===== config.mk =====
export PLATFORM = sky130hd
export DESIGN_NAME = sram_read_arbiter
export DESIGN_NICKNAME = d
export VERILOG_FILES = /design/src/rtl/sram_read_arbiter_pkg.sv /design/src/rtl/sram_read_arbiter_pick2.sv /design/src/rtl/sram_read_arbiter.sv
export SDC_FILE = /design/constraint.sdc
export NUM_CORES = 1
export LEC_CHECK = 0
export ABC_CLOCK_PERIOD_IN_PS = 1830
export CORE_AREA = 3 3 80 82
export DETAILED_ROUTE_END_ITERATION = 8
export DIE_AREA = 0 0 83 85
export PLACE_DENSITY = 0.85
export SYNTH_ARGS = -nofsm -noshare
export SYNTH_HDL_FRONTEND = slang
export SYNTH_SLANG_ARGS = --single-unit

===== constraint.sdc =====
create_clock -name clk -period 1.83 [get_ports clk]
set_input_delay 0.366 -clock clk [delete_from_list [all_inputs] [get_ports clk]]
set_output_delay 0.366 -clock clk [all_outputs]
set_load 0.02 [all_outputs]

===== src/rtl/sram_read_arbiter_pkg.sv =====
// Shared types and constants for the SRAM read-channel arbiter and its picker.
package sram_read_arbiter_pkg;

    localparam int ADDR_W_DEF = 32;
    localparam int DATA_W_DEF = 32;

    typedef enum logic [2:0] {
        IDLE   = 3'd0,
        AR_IFU = 3'd1,
        R_IFU  = 3'd2,
        AR_LSU = 3'd3,
        R_LSU  = 3'd4
    } state_t;

    localparam logic [1:0] GRANT_NONE = 2'b00;
    localparam logic [1:0] GRANT_IFU  = 2'b01;
    localparam logic [1:0] GRANT_LSU  = 2'b10;

    // Encoding of the last_owner bit used by the round-robin tie-break.
    localparam logic OWNER_IFU = 1'b0;
    localparam logic OWNER_LSU = 1'b1;

endpackage


===== src/rtl/sram_read_arbiter_pick2.sv =====
// Combinational two-request picker; with RR_EN a tie goes to the master that is
// not last_owner, otherwise the LSU always wins a tie.
module arb_pick2
    import sram_read_arbiter_pkg::*;
#(
    parameter bit RR_EN = 1'b0
) (
    input  logic req_ifu,
    input  logic req_lsu,
    input  logic last_owner,
    output logic pick_ifu,
    output logic pick_lsu
);

    logic tie_to_lsu;

    always_comb begin
        tie_to_lsu = RR_EN ? (last_owner == OWNER_IFU) : 1'b1;
        pick_lsu   = req_lsu & (~req_ifu | tie_to_lsu);
        pick_ifu   = req_ifu & (~req_lsu | ~tie_to_lsu);
    end

endmodule


===== src/rtl/sram_read_arbiter.sv =====
// IFU/LSU arbiter for the SRAM AR/R channels, one outstanding read at a time.
// Define ARB_RR_EN for round-robin tie-break; default build is fixed LSU priority.
module sram_read_arbiter
    import sram_read_arbiter_pkg::*;
#(
    parameter int ADDR_W = ADDR_W_DEF,
    parameter int DATA_W = DATA_W_DEF
) (
    input  logic              clk,
    input  logic              rst,
    input  logic [ADDR_W-1:0] ifu_araddr,
    input  logic              ifu_arvalid,
    output logic              ifu_arready,
    output logic              ifu_rvalid,
    input  logic              ifu_rready,
    output logic [DATA_W-1:0] ifu_rdata,
    input  logic [ADDR_W-1:0] lsu_araddr,
    input  logic              lsu_arvalid,
    output logic              lsu_arready,
    output logic              lsu_rvalid,
    input  logic              lsu_rready,
    output logic [DATA_W-1:0] lsu_rdata,
    output logic [ADDR_W-1:0] sram_araddr,
    output logic              sram_arvalid,
    input  logic              sram_arready,
    input  logic              sram_rvalid,
    output logic              sram_rready,
    input  logic [DATA_W-1:0] sram_rdata,
    output logic [1:0]        grant
);

    state_t state;
    logic   pick_ifu;
    logic   pick_lsu;
    logic   last_owner;

`ifdef ARB_RR_EN
    localparam bit RR_EN = 1'b1;
`else
    localparam bit RR_EN = 1'b0;
    assign last_owner = OWNER_IFU;
`endif

    arb_pick2 #(.RR_EN(RR_EN)) u_pick (
        .req_ifu    (ifu_arvalid),
        .req_lsu    (lsu_arvalid),
        .last_owner (last_owner),
        .pick_ifu   (pick_ifu),
        .pick_lsu   (pick_lsu)
    );

    // Arbitration happens only in IDLE, so every grant costs one bubble cycle.
    always_ff @(posedge clk or negedge rst) begin
        if (!rst) begin
            state <= IDLE;
`ifdef ARB_RR_EN
            last_owner <= OWNER_IFU;
`endif
        end else begin
            case (state)
                IDLE: begin
                    if (pick_lsu) begin
                        state <= AR_LSU;
`ifdef ARB_RR_EN
                        last_owner <= OWNER_LSU;
`endif
                    end else if (pick_ifu) begin
                        state <= AR_IFU;
`ifdef ARB_RR_EN
                        last_owner <= OWNER_IFU;
`endif
                    end
                end
                AR_IFU: begin
                    if (!ifu_arvalid)       state <= IDLE;
                    else if (sram_arready)  state <= R_IFU;
                end
                R_IFU: begin
                    if (sram_rvalid && ifu_rready) state <= IDLE;
                end
                AR_LSU: begin
                    if (!lsu_arvalid)       state <= IDLE;
                    else if (sram_arready)  state <= R_LSU;
                end
                R_LSU: begin
                    if (sram_rvalid && lsu_rready) state <= IDLE;
                end
                default: state <= IDLE;
            endcase
        end
    end

    // Valid/ready semantics: a beat transfers on the cycle where valid and ready
    // are both high; the arbiter only routes, it never buffers a beat.
    always_comb begin
        ifu_arready  = 1'b0;
        ifu_rvalid   = 1'b0;
        ifu_rdata    = '0;
        lsu_arready  = 1'b0;
        lsu_rvalid   = 1'b0;
        lsu_rdata    = '0;
        sram_araddr  = '0;
        sram_arvalid = 1'b0;
        sram_rready  = 1'b0;
        grant        = GRANT_NONE;
        case (state)
            AR_IFU: begin
                grant        = GRANT_IFU;
                sram_araddr  = ifu_araddr;
                sram_arvalid = ifu_arvalid;
                ifu_arready  = sram_arready;
            end
            R_IFU: begin
                grant       = GRANT_IFU;
                ifu_rvalid  = sram_rvalid;
                ifu_rdata   = sram_rdata;
                sram_rready = ifu_rready;
            end
            AR_LSU: begin
                grant        = GRANT_LSU;
                sram_araddr  = lsu_araddr;
                sram_arvalid = lsu_arvalid;
                lsu_arready  = sram_arready;
            end
            R_LSU: begin
                grant       = GRANT_LSU;
                lsu_rvalid  = sram_rvalid;
                lsu_rdata   = sram_rdata;
                sram_rready = lsu_rready;
            end
            default: ;
        endcase
    end

endmodule


==> results of run 1 <==
==> area by class of cell <==
cell class | count | area (um2)
multi-input cells | 125 | 1080
clock buffers | 4 | 45.0
well taps | 75 | 93.8
flip-flops and latches | 3 | 78.8
inverters | 1 | 3.75
repair buffers | 241 | 2790
fillers | 447 | 1730
==> power by group <==
| part | internal [mW] | switching [mW] | leakage [nW] |
|---|---|---|---|
| Sequential | 0.0996 | 0.0577 | 0.0346 |
| Combinational | 2.74 | 2.01 | 1.81 |
| Clock | 0.149 | 0.0507 | 0.0228 |
==> worst paths after layout <==
path                       startpoint           to  cells past startpoint
min                               rst     state[2]                      1
max in group asynchronous         rst     state[1]                      1
min in group clk             state[1]     state[1]                      1
min reg2reg                  state[1]     state[1]                      1
max reg2reg                  state[1]     state[1]                      6
max                          state[0]  sram_rready                      5
==> repair_timing <==
| action | CTS | global route |
|---|---|---|
| pin swaps | 34 | 41 |
| cloned | 8 | 5 |
| endpoints found under the setup margin | 104 | 104 |
| gates resized for setup | 608 | 106 |
| buffers inserted | 6 | 0 |
==> cells by family after synthesis <==
| family | Yosys count |
|---|---|
| simple gates | 87 |
| compound gates | 35 |
| buf+inv | 14 |
| mux | 3 |
| flops | 3 |
==> placed cells by master (no fill, tap or decap) <==
master,netlist,routed
clkdlybuf4s50_1,0,103
clkbuf_16,0,5
nand2b_4,0,1
a22o_1,34,34
mux2_1,1,1
or2_4,0,2
nand2b_1,1,1
nor3b_4,0,2
inv_1,1,1
mux2i_1,2,2
clkbuf_8,0,3
nand2_1,5,5
and2_1,68,1
nand4_1,2,2
buf_16,0,8
dfrtp_2,0,3
nor3_1,1,1
or3_1,2,2
clkbuf_1,6,1
buf_6,0,109
o21ai_0,1,1
nor2_1,1,1
nor2_4,0,2
and2_4,0,67
buf_4,1,11
buf_12,0,5
==> cell usage after synthesis (all sizes together) <==
library cell,n
a22o,34
dfrtp,3
nand2,5
clkbuf,6
o21ai,1
nand2b,2
nor2,3
nor3,1
mux2,1
nor3b,2
or3,2
mux2i,2
or2,2
nand4,2
inv,1
buf,7
and2,68
==> metal layers <==
layer / up-vias / wire, um / GRT usage [%]
met4: 0 / 108 / 4.90
met3: 11 / 786 / 7.38
met5: - / 0 / 0
met1: 974 / 3160 / 24.0
met2: 138 / 4470 / 39.9
li1: 969 / - / -
==> critical path, stage by stage, from the launching register on <==
cell and delay (ns):
dfrtp_2 0.46, nor3b_4 0.21, buf_6 0.19, clkbuf_16 0.18
a22o_1 0.14, buf_6 0.12
==> metrics by stage <==
stage                     power [mW]  std cells  setup TNS (ns)  instance area [um2]  utilization (%)
after floorplan                 1.79        142               0                 1020                -
after global placement          3.50        426          -26.12                 3280             56.5
after detailed placement        3.53        426          -26.59                 3280             56.5
after CTS                       4.73        444           -2.43                 3640             62.6
after global routing            5.34        449           -9.16                 4090             70.2
final                           5.10        449           -3.07                 4090             70.2
==> impl_metrics.ini, run 1 <==
[synthesis]
netlist_area_um2 = 1020
synth_cell_type_count = 20
avgSynthCellArea_um2 = 7.15
synth-simple-area-share_pct = 53.4
synthAdderAreaFrac_pct = 0
synth-compound-area-share_pct = 29.8
yosys_register_bits = 3
synth_top_family_by_area = simple AND/OR/NAND/NOR gates
ys_seq_area_share_pct = 7.39
ys_top_cells_by_area = and2_1 (42%), a22o_1 (29%), dfrtp_1 (7.4%)
synth.net_count = 246
synth_top_area_cell = and2_1
yosysWarnings = 0
synthMuxAreaShare_pct = 3.08
syn_inst = 142
synth_xor_area_share_pct = 0
yosys.area.top_type_share_pct = 41.9

[global_route]
gr-total-overflow = 0
grt_usage_pct = 21.6
grt_pass1_vias = 2311
antenna_found_initial = 0
grt_max_degree = 19
grt_first_pass_wirelength_mm = 12.4

[detailed_routing]
wl_mm = 8.52
wl_per_cell_um = 19.0
dr.first_iter.drc_count = 24
dr.pass1.iters = 4
final_antenna_net_count = 0
via_per_inst = 4.66
drc = 0
vias = 2092

[timing]
timing.fmax_mhz = 525
report.final.setup_viol = 97
holdWs_ns = 0.327
max_slew.worst_pin.slew_ns = 0.232
fin_ws_ns = -0.0735
fin_skew_ns = 0.00164
min_period_over_period_pct = 104
hold_violations = 0
rsz0062_at_grt = true
drv_slew = 0
fin_crit_ns = 1.90
slew_headroom_pct = 84.5

[critical_path]
r2r_slack_ns = 0.10
worstSetupEndpointType = output pin
startpoint_type = flop
cp.arrival_ns = 1.54
cp_max_fo = 9
required_ns = 1.46
path_class = flop to output pin

[finish]
largest_register_ffs = 3
antenna_cells = 0
largestRegisters = state: 3 flops
nNetsFinal = 479
area_growth_pct = 302
drive_gt1_share_pct = 58.3
top_register = state

[clock_tree]
cts_htree_levels = 1
cts-root-buf = clkbuf_8
clock_latency_ns = 0.22
path_clk_slew_ns = 0.03
cts_max_path_buffers = 2
cts_made_buffers = 3
cts_num_sinks = 3
ctsHoldBuffers = 0
cts_tree = done

[floorplanning]
dieArea_um2 = 7060
io_pins = 208
die_w_um = 83
rows = 28
die_h_um = 85
start_util_pct = 17.5
core_area_um2 = 5820

[placement]
place_ws_ns = -0.329
io_buffers = 207
dp_hpwl_mm = 5.67
place_congestion = 0.825

[pwr]
power.density_nw_per_um2 = 1250
p_leak_nw = 1.87
max-vdd-ir-drop_v = 0.000661

[status]
violations = setup timing
status = finished, violations left

[job]
maxCapViolCount = 0

[hold_path]
hold_path.class = input port to asynchronous set/reset pin
Note: power is estimated with default switching activity, not from simulation.
==> run 2, diff against run 1 <==
--- a/config.mk
+++ b/config.mk
@@ -5,11 +5,11 @@
 export SDC_FILE = /design/constraint.sdc
 export NUM_CORES = 1
 export LEC_CHECK = 0
-export ABC_CLOCK_PERIOD_IN_PS = 1830
-export CORE_AREA = 3 3 80 82
+export ABC_CLOCK_PERIOD_IN_PS = 2350
+export CORE_AREA = 3 3 81 83
 export DETAILED_ROUTE_END_ITERATION = 8
-export DIE_AREA = 0 0 83 85
-export PLACE_DENSITY = 0.85
+export DIE_AREA = 0 0 84 86
+export PLACE_DENSITY = 0.83
 export SYNTH_ARGS = -nofsm -noshare
 export SYNTH_HDL_FRONTEND = slang
 export SYNTH_SLANG_ARGS = --single-unit
==> constraint.sdc (replaced) <==
create_clock -name clk -period 2.35 [get_ports clk]
set_input_delay 0.47 -clock clk [delete_from_list [all_inputs] [get_ports clk]]
set_output_delay 0.47 -clock clk [all_outputs]
set_load 0.02 [all_outputs]
==> run 2 against run 1 <==
  * Final cell count is 6.5% lower
  * First-iteration DRC count increased by 21%
  * Critical path depth stayed put
  * Global-route usage fell by 3.3 points
  * Sequential power decreased by 27%
  * The run now ends clean
==> impl_metrics.ini, run 2 (same netlist as run 1, synthesis figures left out) <==
[floorplanning]
die_w_um = 84
dieArea_um2 = 7220
rows = 28
io_pins = 208
die_h_um = 86
core_area_um2 = 5920
start_util_pct = 17.2

[pwr]
p_clk_share_pct = 6.2
pwr-share-comb_pct = 89.3
power_frac_seq_pct = 4.6
p_sw_mw = 1.28
power.density_nw_per_um2 = 796
max-vdd-ir-drop_v = 0.000393
p_int_mw = 1.20
switching_share_pct = 51.6
p_leak_nw = 1.69

[finish]
layout_common_cells = clkdlybuf4s50_1 (103), dlygate4sd2_1 (102), and2_1 (68), a22o_1 (34), nand2_1 (5)
multi_input_area_um2 = 877
nNetsFinal = 450
seq_area_um2 = 77.6
largestRegisters = state: 3 flops
drive_gt1_share_pct = 5.51
area_growth_pct = 208
largest_register_ffs = 3
top_register = state
num-fill-cells = 596
antenna_cells = 0
mostFrequentLayoutCell = clkdlybuf4s50_1
final_area_um2 = 3120

[critical_path]
worstPathBufferInverterCount = 2
cp_num_cells = 5
crit_chain = nand2b_2 > nor2_2 > buf_12 > a22o_1 > dlygate4sd2_1
cp.arrival_ns = 1.71
r2r_cells = 6
crit_family = buffers and inverters
slowest_delay_ns = 0.36
worstSetupEndpointType = output pin
startpoint_type = flop
slowest_stage = dfrtp_1
path_class = flop to output pin
cp_max_fo = 34
required_ns = 1.88

[detailed_routing]
wl_per_cell_um = 16.2
via_per_inst = 4.44
dr.first_iter.drc_count = 29
drc = 0
wl_mm = 6.81
final_antenna_net_count = 0
vias = 1863
dr.pass1.iters = 4

[global_route]
antenna_found_initial = 0
grt_pass1_vias = 1982
gr-usage-met2_pct = 31.8
grt_max_degree = 37
grt_use_met3_pct = 9.80
grt.busiest_layer = met2
use_met1_pct = 19.5
grt_first_pass_wirelength_mm = 10.6
grt_usage_pct = 18.3
gr-total-overflow = 0

[status]
status = complete, no violations

[timing]
drv_slew = 0
min_period_over_period_pct = 92.9
hold_violations = 0
slew_headroom_pct = 83.0
rsz0062_at_grt = false
holdWs_ns = 0.436
timing.fmax_mhz = 458
fin_skew_ns = 0.000286
fin_crit_ns = 2.18
report.final.setup_viol = 0
final.setup.tns_ns = 0
max_slew.worst_pin.slew_ns = 0.256

[job]
maxCapViolCount = 0

[clock_tree]
cts_htree_levels = 1
cts_made_buffers = 3
cts_resized = 104
path_clk_slew_ns = 0.03
cts-root-buf = clkbuf_8
cts_max_path_buffers = 2
cts_num_sinks = 3
postCtsSetupBuffers = 0
ctsHoldBuffers = 0
clock_latency_ns = 0.22
cts_tree = done

[placement]
place_congestion = 0.803
io_buffers = 207
placed_area_um2 = 3200
dp_hpwl_mm = 5.73

[hold_path]
hold_path.class = input port to asynchronous set/reset pin
==> run 2: cell types whose count changed in the layout (fill, tap and decap cells not counted), moves of 2 or more <==
cell           previous run  this run
nor3b_4                   2         0
and2_1                    1        68
clkbuf_16                 5         0
or2_2                     0         2
buf_6                   109         0
nor3b_2                   0         2
nor2_2                    0         2
buf_4                    11         3
dlygate4sd2_1             0       102
buf_16                    8         0
or2_4                     2         0
and2_4                   67         0
nor2_4                    2         0
==> run 2: final cells by class <==
class,count,area share (%)
multi-input cells,125,28.1
inverters,1,0.120
clock buffers,4,1.44
flip-flops and latches,3,2.48
well taps,75,3.00
repair buffers,212,64.9
==> run 2: per-stage QoR <==
step	setup WS (ns)	util (%)	power, mW	std cells
floorplan	0.568	-	1.39	142
global placement	0.124	54.1	2.67	416
detailed placement	0.0969	54.1	2.68	416
CTS	0.166	52.8	2.53	420
global route	0.0748	52.8	2.67	420
finish	0.166	52.8	2.49	420
==> run 2: worst paths after layout <==
path | from | endpoint | slack (ns)
setup reg to reg | state[2] | state[1] | 0.75
min in group clk | state[1] | state[1] | 0.63
hold / removal | rst | state[2] | 0.44
hold reg to reg | state[1] | state[1] | 0.63
max in group asynchronous | rst | state[1] | 1.76
setup / recovery | state[2] | sram_araddr[20] | 0.17
==> run 2: worst reg2reg max path, cell delays in order, from the launching register on <==
cell and delay (ns):
dfrtp_1 0.36, buf_4 0.14, nor3b_2 0.23, buf_12 0.21, nand2_1 0.09, nand4_1 0.12
mux2_1 0.32
==> run 2: per-layer routing <==
layer	share of wire, %	vias to the layer above
met5	0	-
met4	0.96	0
met3	14	6
met2	48	128
met1	36	823
li1	-	906
==> run 2: power groups by stage <==
stage	Combinational (mW)	Sequential, mW	Clock [mW]
floorplan	1.30	0.0926	0
global placement	2.56	0.105	0
detailed placement	2.57	0.110	0
CTS	2.26	0.114	0.156
global route	2.39	0.119	0.159
finish	2.22	0.114	0.153
